## src/rtl/incr_dp_scheduler.sv

```systemverilog
// incr_dp_scheduler: round-robin sharing of one fixed-latency "+1" datapath between
// NUM_REQ requesters, with a tracking pipe that aligns id/valid/expected result to the
// datapath output and flags any response that differs from issued operand + 1.
module incr_dp_scheduler #(
  parameter int unsigned NUM_REQ = 2,
  parameter int unsigned DATA_W  = 32,
  parameter int unsigned LATENCY = 2,
  localparam int unsigned ID_W   = $clog2(NUM_REQ)
) (
  input  logic                      clk,
  input  logic                      rst_n,
  input  logic                      i_enable,
  input  logic [NUM_REQ-1:0]        i_req_valid,
  input  logic [NUM_REQ*DATA_W-1:0] i_req_data,
  output logic [NUM_REQ-1:0]        o_req_ready,
  output logic                      o_dp_request,
  output logic [DATA_W-1:0]         o_dp_input_data,
  input  logic [DATA_W-1:0]         i_dp_final_resp,
  output logic                      o_resp_valid,
  output logic [ID_W-1:0]           o_resp_id,
  output logic [DATA_W-1:0]         o_resp_data,
  output logic                      o_resp_err,
  output logic                      o_busy
);

  localparam int unsigned LAST = LATENCY - 1;

  typedef enum logic [1:0] {
    ST_IDLE  = 2'd0,
    ST_RUN   = 2'd1,
    ST_DRAIN = 2'd2
  } state_t;

  // One in-flight entry: valid flag, requester id and the result the datapath should return.
  typedef struct packed {
    logic              valid;
    logic [ID_W-1:0]   id;
    logic [DATA_W-1:0] expd;
  } trk_t;

  state_t              r_state;
  state_t              w_state_nxt;
  logic [ID_W-1:0]     r_ptr;
  trk_t                r_pipe [LATENCY];

  logic [NUM_REQ-1:0]  w_hi_req;
  logic [NUM_REQ-1:0]  w_cand;
  logic                w_found;
  logic [ID_W-1:0]     w_grant;
  logic                w_xfer;
  logic                w_pipe_empty;

  // Round-robin pick: lowest valid index at/above the pointer, else lowest valid overall.
  always_comb begin
    w_hi_req = '0;
    for (int unsigned i = 0; i < NUM_REQ; i++) begin
      w_hi_req[i] = i_req_valid[i] & (32'(i) >= 32'(r_ptr));
    end
    w_cand  = (|w_hi_req) ? w_hi_req : i_req_valid;
    w_found = |w_cand;
    w_grant = '0;
    for (int i = int'(NUM_REQ) - 1; i >= 0; i--) begin
      if (w_cand[i]) begin
        w_grant = ID_W'(i);
      end
    end
  end

  assign w_xfer       = (r_state == ST_RUN) && w_found;
  assign o_dp_request = w_xfer;

  // Grant and operand mux, both zero unless a transfer happens this cycle.
  always_comb begin
    o_req_ready     = '0;
    o_dp_input_data = '0;
    if (w_xfer) begin
      o_req_ready[w_grant] = 1'b1;
      o_dp_input_data      = i_req_data[32'(w_grant)*DATA_W +: DATA_W];
    end
  end

  // Pointer moves just past the granted requester; holds when nothing transfers.
  always_ff @(posedge clk) begin
    if (!rst_n) begin
      r_ptr <= '0;
    end else if (w_xfer) begin
      if (32'(w_grant) == NUM_REQ - 1) begin
        r_ptr <= '0;
      end else begin
        r_ptr <= w_grant + ID_W'(1);
      end
    end
  end

  // Tracking pipe: stage 0 captures the issue, then shifts one stage per cycle.
  always_ff @(posedge clk) begin
    if (!rst_n) begin
      for (int unsigned i = 0; i < LATENCY; i++) begin
        r_pipe[i] <= '0;
      end
    end else begin
      r_pipe[0].valid <= w_xfer;
      r_pipe[0].id    <= w_xfer ? w_grant : '0;
      r_pipe[0].expd  <= o_dp_input_data + DATA_W'(1);
      for (int unsigned i = 1; i < LATENCY; i++) begin
        r_pipe[i] <= r_pipe[i-1];
      end
    end
  end

  // Response register: captures the datapath result on the same edge the final stage retires.
  always_ff @(posedge clk) begin
    if (!rst_n) begin
      o_resp_valid <= 1'b0;
      o_resp_id    <= '0;
      o_resp_data  <= '0;
      o_resp_err   <= 1'b0;
    end else begin
      o_resp_valid <= r_pipe[LAST].valid;
      o_resp_id    <= r_pipe[LAST].id;
      o_resp_data  <= i_dp_final_resp;
      o_resp_err   <= r_pipe[LAST].valid && (i_dp_final_resp != r_pipe[LAST].expd);
    end
  end

  // Nothing outstanding: no live stage and no response being presented.
  always_comb begin
    w_pipe_empty = !o_resp_valid;
    for (int unsigned i = 0; i < LATENCY; i++) begin
      if (r_pipe[i].valid) begin
        w_pipe_empty = 1'b0;
      end
    end
  end

  // State register.
  always_ff @(posedge clk) begin
    if (!rst_n) begin
      r_state <= ST_IDLE;
    end else begin
      r_state <= w_state_nxt;
    end
  end

  // Next-state: enable is sampled for the next state only, so a request in the cycle
  // enable falls is still granted; a re-enable during drain resumes issuing at once.
  always_comb begin
    w_state_nxt = r_state;
    case (r_state)
      ST_IDLE:  if (i_enable) w_state_nxt = ST_RUN;
      ST_RUN:   if (!i_enable) w_state_nxt = ST_DRAIN;
      ST_DRAIN: begin
        if (i_enable) begin
          w_state_nxt = ST_RUN;
        end else if (w_pipe_empty) begin
          w_state_nxt = ST_IDLE;
        end
      end
      default:  w_state_nxt = ST_IDLE;
    endcase
  end

  assign o_busy = (r_state != ST_IDLE);

endmodule

```

## config.mk

```make
export PLATFORM = sky130hd
export DESIGN_NAME = incr_dp_scheduler
export DESIGN_NICKNAME = d
export VERILOG_FILES = /design/src/rtl/incr_dp_scheduler.sv
export SDC_FILE = /design/constraint.sdc
export NUM_CORES = 1
export LEC_CHECK = 0
export CAP_MARGIN = 30
export CORE_AREA = 2 2 118 120
export CTS_CLUSTER_DIAMETER = 50
export CTS_CLUSTER_SIZE = 30
export DETAILED_ROUTE_END_ITERATION = 10
export DIE_AREA = 0 0 120 122
export GPL_TIMING_DRIVEN = 0
export SLEW_MARGIN = 25
export SYNTH_ARGS = -nofsm -noshare
export SYNTH_HDL_FRONTEND = slang
export SYNTH_SLANG_ARGS = --single-unit
```

## constraint.sdc

```tcl
create_clock -name clk -period 8.7 [get_ports clk]
set_input_delay 2.61 -clock clk [delete_from_list [all_inputs] [get_ports clk]]
set_output_delay 2.61 -clock clk [all_outputs]
set_load 0.01 [all_outputs]
```

==> impl_metrics.ini <==
[outcome]
outcome = completed

[grt]
grtUsageTotal = 0.184
grt_pass1_wl_um = 21000
antenna_found_initial = 0
overflow = 0
grt_pass1_vias = 3867
grt_max_degree = 16

[worst_setup_path]
critPathLaunch = i_req_valid[0]
required_ns = 6.09
critPathLaunchType = primary input
reg2regPathDepth = 13
cp_max_fo = 10
crit_path_end_kind = output port
critPathKind = primary input to output port
arrival_ns = 5.60
regToRegStartpoint = r_state[1]$_SDFFE_PN0P_

[run]
drv_cap = 0

[die]
num_rows = 43
die_x_um = 120
die_y_um = 122
io_pins = 172
die_area_mm2 = 0.0146
core_mm2 = 0.0135
initial_core_util = 0.338

[sta]
min_period_over_period = 0.944
hold_viol = 0
timing.fmax_mhz = 122
worstMarginPinSlew_ns = 0.629
fin_crit_ns = 8.21
fin_setup_tns_ns = 0
skew_ns = 0.00668
max_slew_margin = 0.581
drv_slew = 0
report.final.setup_viol = 0
rsz0062_at_grt = no

[clock_tree]
cts.sinks = 106
path_clk_slew_ns = 0.06
htreeDepth = 3
cts_root_buffer = clkbuf_16
cts.repair.resized = 0
holdBufCountCts = 0
clk_latency_ns = 0.33
post_cts_buffers = 0
numCtsBuffers = 9
clockBufferDepth = 2
cts_tree = yes

[worst_hold_path]
holdPathStages = 1
hp-start = r_pipe[0][19]$_SDFF_PN0_
hp-class = register to register

[routing]
wl_met1_um = 6120
drc = 0
drtPass1Iterations = 4
wl_per_cell_um = 16.0
wl_met2_um = 6100
drt-vias-per-instance = 4.75
ant_nets = 0
drt_first_iter_violations = 204
wl_met3_um = 772
wl_um = 13200
highest_layer = met4
num_vias = 3922

[cells_and_area]
final_cells = 825
fin_nets = 742
seq_area_mm2 = 0.00212
fillers = 1279
areaGrowthSynthToFinish_pct = 48.7
layout-drive-gt1-share = 0.0775
antennaDiodeCount = 0
multiInputGateArea_mm2 = 0.00226

[logic_synthesis]
yosys_warnings = 0
synth_cell_types = 56
synthArstFlopShare = 0
seq_area_frac_synth = 0.466
synthCells = 458
synth-edff-count = 0
synth_area_per_cell_um2 = 9.95
syn_nets = 560
ys.flop_type = dfxtp_1
synth_area_mm2 = 0.00456
ys_ff_latch = 106

[power_and_ir_drop]
leakage_uw = 0.00258
power_density_mw_per_mm2 = 155
ir_worst_vdd_uv = 88.5

[place]
port_buffers = 171
gp_congestion = 0.821
hpwl_um = 10700
dp.cells = 809
-- power breakdown --
group / internal [uW] / total (uW) / switching [uW]
Sequential: 501 / 506 / 5.02
Clock: 217 / 377 / 160
Combinational: 95.3 / 167 / 71.5
Total: 813 / 1050 / 237
-- registers in the layout, indices dropped and copies added (netlist names) --
| register | count |
|---|---|
| r_pipe | 68 |
| o_resp_err | 1 |
| o_resp_data | 32 |
| o_resp_id | 1 |
| r_ptr | 1 |
| r_state | 2 |
| o_resp_valid | 1 |
-- Yosys cell counts, types with 2 or more instances --
cell type	number	area [um^2]
a21o_1	5	37.5
a21oi_1	12	60.1
a22o_1	26	228
a22oi_1	2	15.0
a31oi_1	8	50.1
a32o_1	2	20.0
a32oi_1	2	17.5
a41o_1	3	30.0
a41oi_1	2	17.5
and2_1	71	444
and3_1	10	62.6
and4_1	2	17.5
buf_1	2	7.51
buf_2	5	25.0
buf_6	6	67.6
clkbuf_1	11	41.3
clkinv_1	2	7.51
dfxtp_1	106	2120
inv_1	3	11.3
nand2_1	26	97.6
nand3_1	7	35.0
nand4_1	17	106
nand4_2	4	50.1
nand4_4	2	42.5
nor2_1	24	90.1
nor3_1	12	60.1
nor3b_1	4	30.0
nor3b_2	2	25.0
nor4_1	2	12.5
nor4_2	3	37.5
o21ai_0	3	15.0
o22ai_1	2	12.5
or3_1	2	12.5
xnor2_1	43	377
xor2_1	4	35.0
-- cells in the final DEF, fill, tap and decap left out, drive strengths merged, types with 2 or more instances in the layout --
cell type,instances
buf,14
nor3,12
o21ai,4
a32oi,2
a21oi,12
clkdlybuf4s50,171
nor4,5
a21boi,2
a21o,5
a32o,2
and3,11
and2,71
and4,2
nor3b,6
a31oi,8
inv,4
or3,2
xor2,4
a41o,3
nand3,8
a22oi,3
nand2,26
nand4,23
xnor2,43
dfxtp,106
nor2,26
a41oi,2
clkbuf,25
a22o,27
o22ai,2
clkinv,4
-- stage by stage --
stage	power (uW)	instance area, um^2	utilization	setup WS, ns	hold WS (ns)
after floorplan	582	4560	-	2.22	0.406
final	1050	6780	0.502	0.487	0.431
after global placement	683	6490	0.481	0.543	0.423
after global routing	1090	6780	0.502	0.362	0.445
after detailed placement	685	6490	0.481	0.524	0.418
after CTS	1060	6780	0.502	0.519	0.430
-- final timing paths --
kind	to	slack (ns)
hold / removal	r_pipe[0][53]$_SDFF_PN0_	0.43
setup / recovery	o_dp_input_data[30]	0.49
hold reg to reg	r_pipe[0][53]$_SDFF_PN0_	0.43
setup reg to reg	r_pipe[0][28]$_SDFF_PN0_	5.22
-- layout make-up --
type | instances | share of cell area
clock buffers | 14 | 0.0404
inverters | 6 | 0.00332
plain buffers | 25 | 0.0220
well taps | 180 | 0.0332
repair buffers | 171 | 0.252
clock inverters | 2 | 0.00148
multi-input cells | 321 | 0.334
flip-flops and latches | 106 | 0.313
-- layer usage --
layer / track usage / vias to the layer above
met2: 0.297 / 143
met1: 0.245 / 1780
met5: 0 / -
met3: 0.0389 / 20
li1: - / 1979
met4: 0.0603 / 0
-- worst max-delay path, cell delays in order --
cell and delay, ns:
clkdlybuf4s50_1 0.52, a21boi_4 0.31, nand2_1 0.19, clkinv_1 0.23, buf_2 0.29, buf_1 0.52
a22o_1 0.35, clkdlybuf4s50_1 0.57
-- cells by family (layout without fill, tap and decap cells) --
logic type / count (synthesis) / after routing / synth area share
flip-flops: 106 / 106 / 0.466
buffers and inverters: 31 / 218 / 0.0376
adder cells (fa/ha/maj): 1 / 1 / 0.00274
AND/OR/NAND/NOR: 196 / 196 / 0.263
AO/OA/AOI/OAI: 77 / 77 / 0.141
XOR/XNOR: 47 / 47 / 0.0903
(Power assumes the default switching activity.)
